**src/rtl/ifetch_queue.sv**
```systemverilog
// Instruction-fetch front end: owns the fetch PC, tracks in-flight IROM reads
// and queues returned {inst, pc} pairs for decode behind a valid/ready handshake.
module ifetch_queue #(
  parameter int          ADDR_W   = 16,
  parameter int          DEPTH    = 4,
  parameter int          ROM_LAT  = 1,
  parameter logic [31:0] RESET_PC = 32'h0000_0000
) (
  input  logic                         cpu_clk,
  input  logic                         cpu_rst,
  output logic [ADDR_W-1:0]            irom_addr,
  input  logic [31:0]                  irom_inst,
  input  logic                         redirect_valid,
  input  logic [31:0]                  redirect_pc,
  output logic                         deq_valid,
  input  logic                         deq_ready,
  output logic [31:0]                  deq_inst,
  output logic [31:0]                  deq_pc,
  output logic [31:0]                  deq_pc4,
  output logic [$clog2(DEPTH+1)-1:0]   count
);
  localparam int PW = $clog2(DEPTH);
  localparam int CW = $clog2(DEPTH+1);

  logic [31:0]   fpc;
  logic [31:0]   in_flight;
  logic          issue;
  logic          ret_valid;
  logic [31:0]   ret_pc;
  logic          push;
  logic          pop;
  logic [PW-1:0] wr_ptr;
  logic [PW-1:0] rd_ptr;
  logic [31:0]   mem_inst [DEPTH];
  logic [31:0]   mem_pc   [DEPTH];
  logic          unused_bits;

  assign irom_addr   = fpc[ADDR_W+1:2];
  assign unused_bits = ^{redirect_pc[1:0], fpc};

  // Credit check: a slot is reserved for every read still in the ROM pipe.
  assign issue     = ((in_flight + 32'(count)) < 32'(DEPTH)) && !redirect_valid;
  assign push      = ret_valid && !redirect_valid;
  assign deq_valid = (count != '0);
  assign pop       = deq_valid && deq_ready;

  if (ROM_LAT == 0) begin : g_comb
    assign ret_valid = issue;
    assign ret_pc    = fpc;
    assign in_flight = '0;
  end else begin : g_trk
    logic [ROM_LAT-1:0] trk_v;
    logic [31:0]        trk_pc [ROM_LAT];

    always_ff @(posedge cpu_clk or negedge cpu_rst) begin
      if (!cpu_rst) begin
        trk_v <= '0;
        for (int i = 0; i < ROM_LAT; i++) trk_pc[i] <= '0;
      end else begin
        trk_v[0]  <= issue;
        trk_pc[0] <= fpc;
        for (int i = 1; i < ROM_LAT; i++) begin
          trk_v[i]  <= trk_v[i-1] && !redirect_valid;
          trk_pc[i] <= trk_pc[i-1];
        end
      end
    end

    assign ret_valid = trk_v[ROM_LAT-1];
    assign ret_pc    = trk_pc[ROM_LAT-1];
    assign in_flight = 32'($countones(trk_v));
  end

  always_ff @(posedge cpu_clk) begin
    if (push) begin
      mem_inst[wr_ptr] <= irom_inst;
      mem_pc[wr_ptr]   <= ret_pc;
    end
  end

  always_ff @(posedge cpu_clk or negedge cpu_rst) begin
    if (!cpu_rst) begin
      fpc    <= RESET_PC;
      wr_ptr <= '0;
      rd_ptr <= '0;
      count  <= '0;
    end else if (redirect_valid) begin
      fpc    <= {redirect_pc[31:2], 2'b00};
      wr_ptr <= '0;
      rd_ptr <= '0;
      count  <= '0;
    end else begin
      if (issue) fpc <= fpc + 32'd4;
      if (push)  wr_ptr <= wr_ptr + PW'(1);
      if (pop)   rd_ptr <= rd_ptr + PW'(1);
      if (push && !pop)      count <= count + CW'(1);
      else if (pop && !push) count <= count - CW'(1);
    end
  end

  // Outputs read only registered storage; masked to zero while empty.
  assign deq_inst = deq_valid ? mem_inst[rd_ptr] : '0;
  assign deq_pc   = deq_valid ? mem_pc[rd_ptr] : '0;
  assign deq_pc4  = deq_valid ? (mem_pc[rd_ptr] + 32'd4) : '0;

endmodule

```
**config.mk**
```make
export PLATFORM = sky130hd
export DESIGN_NAME = ifetch_queue
export DESIGN_NICKNAME = d
export VERILOG_FILES = /design/src/rtl/ifetch_queue.sv
export SDC_FILE = /design/constraint.sdc
export NUM_CORES = 1
export LEC_CHECK = 0
export CORE_ASPECT_RATIO = 1.5
export CORE_MARGIN = 2
export CORE_UTILIZATION = 45
export DETAILED_ROUTE_END_ITERATION = 8
export GPL_TIMING_DRIVEN = 0
export HOLD_SLACK_MARGIN = 0.08
export PLACE_DENSITY = 0.7
export SLEW_MARGIN = 20
export SYNTH_ARGS = -nofsm -noshare
export SYNTH_HDL_FRONTEND = slang
export SYNTH_SLANG_ARGS = --single-unit
```
**constraint.sdc**
```tcl
create_clock -name cpu_clk -period 9.4 [get_ports cpu_clk]
set_clock_uncertainty 0.05 [all_clocks]
set_input_delay 1.88 -clock cpu_clk [delete_from_list [all_inputs] [get_ports cpu_clk]]
set_output_delay 1.88 -clock cpu_clk [all_outputs]
set_load 0.005 [all_outputs]
```
==> results of run 1 <==
[metal layers]
| layer | GRT usage, % | vias to the layer above |
|---|---|---|
| li1 | - | 3525 |
| met4 | 5.28 | 0 |
| met1 | 23.3 | 3899 |
| met3 | 3.04 | 42 |
| met5 | 0 | - |
| met2 | 34.6 | 192 |
[layout make-up]
type,count,area share (%)
Inverter,11,0.248
Multi-Input combinational cell,431,22.7
Timing Repair Buffer,181,11.3
Tap cell,395,2.97
Buffer,56,2.03
Sequential cell,316,55.0
Clock buffer,35,4.88
Clock inverter,17,0.843
Antenna cell,1,0.0151
[cell usage in the layout, fill, tap and decap left out, types with 12 or more instances in the layout]
cell type | netlist | final
edfxtp_1 | 248 | 248
nand3_1 | 25 | 25
mux4_1 | 15 | 15
xor2_1 | 18 | 18
nor3_1 | 18 | 18
and2_1 | 68 | 64
nor2_1 | 43 | 43
o21ai_0 | 29 | 29
xnor2_1 | 17 | 17
dfrtp_1 | 68 | 68
clkdlybuf4s50_1 | 0 | 175
nand4_1 | 12 | 12
nand2_1 | 41 | 41
mux2_2 | 14 | 14
mux4_2 | 47 | 47
clkbuf_1 | 22 | 24
buf_4 | 21 | 22
clkbuf_16 | 0 | 31
[registers in the layout, indices dropped and copies added, names as in the netlist]
| signal | count |
|---|---|
| rd_ptr | 2 |
| wr_ptr | 2 |
| g_trk.trk_v | 1 |
| count | 3 |
| mem_inst | 128 |
| fpc | 30 |
| g_trk.trk_pc | 30 |
| mem_pc | 120 |
[worst reg2reg max path, stage by stage, from the launching register on]
cell,delay (ps)
dfrtp_1,460
nor3_1,650
inv_1,400
nand2_1,370
and2_1,210
fa_1,170
nor3b_1,240
o21ai_0,130
nor3b_1,140
[worst min-delay path by stage]
stage                            end  slack (ps)  cells past startpoint
CTS                 g_trk.trk_pc[21]         370                      0
floorplan           g_trk.trk_pc[31]         320                      0
finish              g_trk.trk_pc[21]         370                      0
global placement    g_trk.trk_pc[19]         350                      0
global route        g_trk.trk_pc[21]         390                      0
detailed placement  g_trk.trk_pc[21]         350                      0
[cell families (layout without fill, tap and decap cells)]
group / Yosys count / count (layout) / synth area share [%]
compound gates: 52 / 52 / 2.27
xor+xnor: 35 / 35 / 2.31
fa+ha+maj: 7 / 7 / 0.716
buf+inv: 67 / 300 / 2.85
flops: 316 / 316 / 68.9
mux: 79 / 79 / 12.3
other cells: 1 / 5 / 0.0282
simple gates: 254 / 254 / 10.6
[where the power goes]
group	switching, uW	internal, uW	leakage (uW)	total [uW]
Combinational	827	941	0.00212	1770
Clock	489	666	0.000465	1150
Sequential	74.8	1660	0.00307	1730
[per-stage QoR]
stage	power, uW	instances	worst slack (ps)	util (%)	instance area [um2]
2_1_floorplan	2600	814	4940	-	13300
3_3_place_gp	3530	1385	3780	53.1	15500
3_5_place_dp	3550	1390	3940	53.5	15700
4_1_cts	4710	1442	3350	56.8	16600
5_1_grt	4880	1442	3170	56.8	16600
6_report	4660	1443	3370	56.8	16600
==> summary.txt, run 1 <==
Die
  • Ports: 184
  • Die Y-Extent: 214 um
  • Die area: approximately 0.031 mm2
  • Initial core utilization: a little under half
  • Die X: between 100 and 150 um
  • Core Area: between 0.02 and 0.03 mm2
  • Num rows: 77

STA
  • Max-slew headroom: 47.5%
  • Final hold viol count: 0
  • Setup_tns: 0 ps
  • Fin. max-slew vios: 0
  • Hold_ws: 370 ps
  • Worst Max-Slew Pin Slew: 785 ps
  • Final period utilization: 64.2%
  • Crit path time final: approximately 6000 ps
  • # setup viols final: 0
  • RSZ-0062 raised after global routing: no
  • Achievable Freq: 166 MHz

Worst setup path
  • CP endpoint: deq_pc4[16]
  • Critical path buffers and inverters: 3
  • Crit-path cells: buf_6 -> mux4_1 -> ha_1 -> and2b_1 -> a2bb2oi_1 -> or4b_1 -> buf_2 -> or3_1 -> a21oi_1 -> clkdlybuf4s50_1
  • Crit path required time: 7470 ps
  • Reg2reg end: count[2]
  • R2R Path Start: count[0]
  • Crit path from: rd_ptr[0]
  • Reg2Reg Setup Slack: 6470 ps
  • Critical path's slowest cell: clkdlybuf4s50_1
  • Nature of the critical path endpoint: output pin
  • Delay-heaviest family, CP: simple AND/OR/NAND/NOR gates
  • Crit path arrival time: 4100 ps
  • CP Depth: 10
  • Critical Path Start Type: register
  • Worst path max stage delay: ~580 ps
  • Crit Path Category: register to output pin
  • Worst Path Max Fanout: 10
  • Reg2Reg Depth: 8

Synthesis
  • Most frequent cells after synthesis: 248 x edfxtp_1, 68 x and2_1, 68 x dfrtp_1
  • Dominant cells by area after synthesis: edfxtp_1 56%, dfrtp_1 13%, mux4_2 8.0%
  • Register area share after synthesis: 68.9%
  • Proportion of netlist area held by the largest area contributor: between 50% and 60%
  • Asr flop ratio synth: 21.5%
  • Top_reg_cell synth: edfxtp_1
  • Top-count cell post-synth: edfxtp_1
  • Post-synth EDFFs: 248
  • Synth area leader: edfxtp_1
  • Syn_area_per_cell: roughly 16 um2
  • Mapped Cells: ~800
  • YS warnings: 0
  • Mapped Area: roughly 0.013 mm2
  • Netlist cell types: 51
  • FF+latch count, synth: between 300 and 400

Clock tree
  • Num CTS Buffers: 28
  • Clock Root Buffer: clkbuf_16
  • H-Tree Depth: 1
  • Total setup buffers inserted after CTS: 0
  • Hold buffer count at cts: 0
  • Post_cts resized: 0
  • CTS Sinks: 316
  • CTS tree: done
  • Clock Path Buffers: 3
  • Clock transition at path regs: 60 ps
  • Worst-Skew Late Latency: between 500 and 600 ps

Status
  • Outcome: finished clean

Cells and area
  • Nets@finish: 1100
  • Fill count: 2336
  • Register area: 0.00915 mm2
  • Multi-input gate area in the final layout: 0.00378 mm2
  • Area grow syn2layout: 25.2%
  • Share of layout cells above drive strength 1: 15.2%

Detailed routing
  • Drt pass-1 iters: 8
  • Drt drc: 0
  • Met1 WL: 11.4 mm
  • WL final: 29.5 mm
  • Routed WL per cell: 20.4 um
  • Drt initial violations: 390
  • DR WL met2: 15.9 mm
  • Vias per Instance: 5.31
  • Met3 routed WL: 1.45 mm
  • Via count: 7658
  • Post-DRT Antenna Nets: 0
  • Highest Signal Layer: met4

Hold path
  • HP Start: fpc[21]
  • Hold crit path type: register to register

Global routing
  • Vias in the first global route: 7786
  • Initial antenna violation count: 0
  • Gr ovfl total: 0
  • Largest net degree at the start of global routing: 53
  • First-pass GRT wire length: approximately 45 mm
  • All-Layer GR Usage: 19.1%

Placement
  • GPL Wtd Cong: ~0.8
  • PortBufs: approximately 180
  • DP HPWL: roughly 21 mm

Power and ir drop
  • P_leak: 0.00565 uW
  • PD cells: 280 mW/mm2
  • Peak supply drop: around 0.16 mV

Flow run
  • Maxcap violations: 0
Power figures use the tool's default switching activity.
==> run 2: changes to the inputs <==
--- a/config.mk
+++ b/config.mk
@@ -11,7 +11,7 @@
 export DETAILED_ROUTE_END_ITERATION = 8
 export GPL_TIMING_DRIVEN = 0
 export HOLD_SLACK_MARGIN = 0.08
-export PLACE_DENSITY = 0.7
+export PLACE_DENSITY = 0.72
 export SLEW_MARGIN = 20
 export SYNTH_ARGS = -nofsm -noshare
 export SYNTH_HDL_FRONTEND = slang
==> constraint.sdc (replaced) <==
create_clock -name cpu_clk -period 5.1 [get_ports cpu_clk]
set_clock_uncertainty 0.05 [all_clocks]
set_input_delay 1.02 -clock cpu_clk [delete_from_list [all_inputs] [get_ports cpu_clk]]
set_output_delay 1.02 -clock cpu_clk [all_outputs]
set_load 0.005 [all_outputs]
==> run 2 against run 1 <==
Against the previous run:
- via count grew 0.24%
- register-to-register slack lost 4200 ps
- cell count is essentially flat
- worst hold slack lost 110 ps
- combinational power grew 84%
- global-route usage grew 0.40 points
- cell area shrank 0.11%
- critical path type unchanged
==> summary.txt, run 2 (synthesis gave the netlist of run 1 again) <==
Clock tree
  • CTS Sinks: between 300 and 400
  • Clock Path Buffers: 3
  • Worst-Skew Late Latency: 550 ps
  • H-Tree Depth: 1
  • CTS tree: done
  • Num CTS Buffers: 29
  • Clock Root Buffer: clkbuf_16
  • Clock transition at path regs: 60 ps

Hold path
  • Hold crit path type: input port to asynchronous set/reset pin

Global routing
  • Largest net degree at the start of global routing: 59
  • First-pass GRT wire length: 45.3 mm
  • Vias in the first global route: 8062
  • All-Layer GR Usage: 19.5%
  • Initial antenna violation count: 0
  • Gr ovfl total: 0

Worst setup path
  • Crit path from: rd_ptr[0]
  • Crit Path Category: register to output pin
  • Reg2Reg Setup Slack: 2300 ps
  • Crit path arrival time: 3910 ps
  • Critical Path Start Type: register
  • Nature of the critical path endpoint: output pin
  • Reg2reg end: count[2]
  • R2R Path Start: count[0]
  • Crit path required time: 4030 ps
  • Worst Path Max Fanout: 10
  • Reg2Reg Depth: 8

Placement
  • PortBufs: between 150 and 200
  • DP HPWL: 21.2 mm
  • Placed cell areas: 0.0157 mm2
  • GPL Wtd Cong: 0.806

Power and ir drop
  • Sw Pwr: approximately 2600 uW
  • Clock power share: 24.3%
  • PD cells: 514 mW/mm2
  • Peak supply drop: ~0.28 mV
  • Logic pwr share: 38.2%
  • Internal power: 5980 uW
  • Flop pwr share: 37.5%
  • P_leak: 0.00564 uW
  • Net Sw Frac: 29.9%

Detailed routing
  • Drt pass-1 iters: 5
  • Vias per Instance: 5.32
  • Drt drc: 0
  • Via count: 7676
  • WL final: between 20 and 30 mm
  • Post-DRT Antenna Nets: 0
  • Routed WL per cell: ~21 um
  • Drt initial violations: roughly 360

Flow run
  • Maxcap violations: 0

Die
  • Die X: around 140 um
  • Initial core utilization: 45.4%
  • Core Area: 0.0293 mm2
  • Num rows: 77
  • Die Y-Extent: around 210 um
  • Ports: approximately 180
  • Die area: 0.0309 mm2

Cells and area
  • Nets@finish: about 1100
  • Largest regs: mem_inst x128, mem_pc x120
  • Final instance area: 0.0166 mm2
  • Area grow syn2layout: 25.0%
  • Top reg by flops: mem_inst
  • Fill count: 2368
  • Share of layout cells above drive strength 1: between 10% and 20%
  • Register area: 0.00915 mm2
  • Multi-input gate area in the final layout: 0.00377 mm2
  • Max reg flops: 128
  • # diodes: 0
  • Most frequent cells in the layout: 248 x edfxtp_1, 175 x clkdlybuf4s50_1, 68 x dfrtp_1
  • Commonest non-fill, non-tap cell in the layout: edfxtp_1

STA
  • Fin. max-slew vios: 0
  • Final hold viol count: 0
  • RSZ-0062 raised after global routing: no
  • Final period utilization: 97.6%
  • Achievable Freq: 201 MHz
  • Setup_tns: 0 ps
  • Max-slew headroom: 46.6%
  • Worst Max-Slew Pin Slew: roughly 800 ps
  • Crit path time final: 4980 ps
  • # setup viols final: 0

Status
  • Outcome: finished clean
run 2: layout make-up:
class	count	area share [%]
tap	395	2.98
buffer	56	2.03
inverter	11	0.249
multi-input combinational	431	22.7
sequential	316	55.1
clock buffer	40	4.92
clock inverter	13	0.580
timing repair buffer	182	11.4
run 2: through the flow:
| step | setup slack, ps | total power, uW | utilization [%] | hold WS (ps) | std cells |
|---|---|---|---|---|---|
| after CTS | 41.7 | 8620 | 56.7 | 244 | 1443 |
| after floorplan | 1500 | 4800 | - | 317 | 814 |
| final | 124 | 8530 | 56.7 | 260 | 1444 |
| after global placement | 379 | 6490 | 53.1 | 343 | 1385 |
| after global routing | 7.58 | 8950 | 56.7 | 260 | 1444 |
| after detailed placement | 402 | 6540 | 53.6 | 355 | 1390 |
run 2: power by group through the flow:
| stage | Clock [uW] | Sequential, uW | Combinational (uW) |
|---|---|---|---|
| floorplan | 0 | 3210 | 1590 |
| global placement | 0 | 3250 | 3240 |
| global route | 2200 | 3220 | 3530 |
| finish | 2070 | 3200 | 3260 |
| CTS | 2110 | 3200 | 3310 |
| detailed placement | 0 | 3250 | 3290 |
run 2: worst max-delay path by stage:
stage                                  to  slack, ps  depth (start not counted)
after floorplan               deq_pc4[28]       1500                          9
after global placement    mem_inst[0][18]        380                          3
after detailed placement      deq_pc4[18]        400                         10
after CTS                     deq_pc4[18]         40                         10
after global routing          deq_pc4[18]          8                         10
final                         deq_pc4[18]        120                         10
run 2: metal layers:
layer / global-route usage, % / wire, um
met2: 35.4 / 16200
met5: 0 / 0
met3: 2.84 / 1800
met1: 23.0 / 10900
met4: 7.35 / 994
run 2: critical path, cell delays in order (launching register included):
cell	delay [ps]
dfrtp_1	440
buf_6	190
mux4_2	430
ha_2	250
nand2_1	90
a2bb2oi_1	150
or4b_1	510
buf_2	200
or3_1	350
a21oi_2	210
clkdlybuf4s50_1	530
run 2: repair_timing:
item | in CTS | in global routing
endpoints found under the hold margin | 0 | 0
setup endpoints to repair | 2 | 1
buffers inserted | 0 | 1
hold buffers | 0 | 0
gates resized for setup | 4 | 0
==> run 3: changes to the inputs <==
--- a/config.mk
+++ b/config.mk
@@ -5,13 +5,16 @@
 export SDC_FILE = /design/constraint.sdc
 export NUM_CORES = 1
 export LEC_CHECK = 0
+export CAP_MARGIN = 0
 export CORE_ASPECT_RATIO = 1.5
 export CORE_MARGIN = 2
 export CORE_UTILIZATION = 45
+export CTS_CLUSTER_DIAMETER = 200
 export DETAILED_ROUTE_END_ITERATION = 8
+export DONT_BUFFER_PORTS = 1
 export GPL_TIMING_DRIVEN = 0
 export HOLD_SLACK_MARGIN = 0.08
-export PLACE_DENSITY = 0.72
+export PLACE_DENSITY = 0.64
 export SLEW_MARGIN = 20
 export SYNTH_ARGS = -nofsm -noshare
 export SYNTH_HDL_FRONTEND = slang
==> run 3 against run 2 <==
Against the previous run:
- sequential share of layout area grew 6.2 points
- critical path type unchanged
- first-iteration DRC count shrank 1.7%
- via count shrank 9.7%
- clock-buffer cell count is the same
- worst hold slack lost 150 ps
- sequential cell count is the same
- maximum frequency grew 7.6%
- non-clock buffer count shrank 178
- setup slack gained 350 ps
==> summary.txt, run 3 (synthesis gave the netlist of run 1 again) <==
Clock tree
  • Total setup buffers inserted after CTS: 0
  • H-Tree Depth: 1
  • Clock Path Buffers: 3
  • Num CTS Buffers: 29
  • Clock transition at path regs: 70 ps
  • Worst-Skew Late Latency: 550 ps
  • Post_cts resized: 0
  • CTS tree: done
  • Clock Root Buffer: clkbuf_16
  • CTS Sinks: 316
  • Hold buffer count at cts: 0

STA
  • # setup viols final: 0
  • Final hold viol count: 0
  • Crit path time final: 4620 ps
  • Worst Max-Slew Pin Slew: 1040 ps
  • Fin. max-slew vios: 0
  • Final period utilization: 90.7%
  • Setup_tns: 0 ps
  • Max-slew headroom: a little under a third
  • RSZ-0062 raised after global routing: no
  • Achievable Freq: approximately 220 MHz

Detailed routing
  • Drt initial violations: about 360
  • Vias per Instance: 5.48
  • Post-DRT Antenna Nets: 0
  • Drt drc: 0
  • Via count: just under 7000
  • Drt pass-1 iters: 6
  • Routed WL per cell: 23.1 um
  • WL final: 29.3 mm

Cells and area
  • Top reg by flops: mem_inst
  • Commonest non-fill, non-tap cell in the layout: edfxtp_1
  • Nets@finish: 924
  • Area grow syn2layout: 12.3%
  • # diodes: 0
  • Layout Cells excl Fill: ~1300
  • Fill count: 2473
  • Share of layout cells above drive strength 1: about 18%
  • Multi-input gate area in the final layout: 0.00378 mm2
  • Largest regs: mem_inst x128, mem_pc x120
  • Most frequent cells in the layout: 248 x edfxtp_1, 68 x dfrtp_1, 64 x and2_1
  • Register area: 0.00915 mm2
  • Max reg flops: 128

Worst setup path
  • Reg2Reg Setup Slack: ~2000 ps
  • Crit path arrival time: 3550 ps
  • Crit Path Category: register to output pin
  • Worst Path Max Fanout: 10
  • Nature of the critical path endpoint: output pin
  • Crit path required time: 4030 ps
  • Critical Path Start Type: register

Placement
  • PortBufs: 0
  • GPL Wtd Cong: 0.793
  • Placed cells: 1213
  • DP HPWL: 20.2 mm

Global routing
  • All-Layer GR Usage: 19.1%
  • Initial antenna violation count: 0
  • First-pass GRT wire length: 43.9 mm
  • Vias in the first global route: roughly 7200
  • Largest net degree at the start of global routing: 69
  • Gr ovfl total: 0

Power and ir drop
  • Logic pwr share: ~29%
  • Sw Pwr: 2440 uW
  • Clock power share: 29.6%
  • P_leak: 0.00502 uW
  • PD cells: ~520 mW/mm2
  • Internal power: 5310 uW
  • Flop pwr share: 41.3%
  • Net Sw Frac: 31.5%
  • Peak supply drop: between 0.2 and 0.25 mV
  • Total power: a little under 8000 uW

Die
  • Die area: 0.0309 mm2
  • Core Area: 0.0293 mm2
  • Ports: 184
  • Die Y-Extent: 214 um
  • Initial core utilization: 45.4%
  • Num rows: 77
  • Die X: 144 um

Flow run
  • Maxcap violations: 0

Status
  • Outcome: finished clean

Hold path
  • Hold crit path type: input port to asynchronous set/reset pin
[run 3: changes by cell type in the layout (fill, tap and decap cells not counted), sizes merged]
cell	before	now
clkdlybuf4s50	175	0
bufinv	1	5
buf	40	37
clkinvlp	2	0
inv	12	11
clkinv	9	7
[run 3: power by group through the flow]
| stage | clock network (uW) | logic [uW] | registers [uW] |
|---|---|---|---|
| final | 2290 | 2250 | 3200 |
| after global routing | 2440 | 2480 | 3230 |
| after CTS | 2350 | 2310 | 3200 |
| after detailed placement | 0 | 2300 | 3260 |
| after global placement | 0 | 2250 | 3260 |
| after floorplan | 0 | 1590 | 3210 |
[run 3: path summary, 6_finish.rpt]
kind                            startpoint  cells after the start               end
worst max-delay path             rd_ptr[0]                      9       deq_pc4[16]
worst min-delay path               cpu_rst                      0            fpc[5]
worst max register to register    count[1]                      8          count[2]
worst min register to register     fpc[31]                      0  g_trk.trk_pc[31]
max in group asynchronous          cpu_rst                      0  g_trk.trk_pc[26]
min in group cpu_clk               fpc[31]                      0  g_trk.trk_pc[31]
[run 3: area by class of cell]
class                           count  share of cell area (%)
Inverter                           11                   0.277
Sequential cell                   316                    61.3
Clock buffer                       40                    5.55
Clock inverter                     12                    1.27
Buffer                             56                    2.26
Multi-Input combinational cell    431                    25.3
Timing Repair Buffer                4                   0.688
Tap cell                          395                    3.31
[run 3: worst max-delay path, cell delays in order, from the launching register on]
cell       delay (ps)
dfrtp_1           430
buf_6             180
mux4_1            480
ha_1              290
and2b_1           170
a2bb2oi_1          90
or4b_1            500
buf_2             200
or3_1             320
a21oi_1           330
[run 3: layer usage]
metal  vias to the layer above  GRT usage, %  part of all wire, %
met2                       217          33.3                   52
met4                         0          5.92                  2.3
met1                      3513          22.7                   38
li1                       3160             -                    -
met5                         -             0                    0
met3                        41          5.36                  8.0
[run 3: metrics by stage]
step                hold slack [ps]  utilization, %  instance area, um2  setup WS (ps)
detailed placement              347            47.5               13900            993
CTS                            81.3            50.9               14900            392
global route                   83.3            50.9               14900            323
floorplan                       317               -               13300           1500
finish                          110            50.9               14900            476
global placement                334            47.1               13800            221
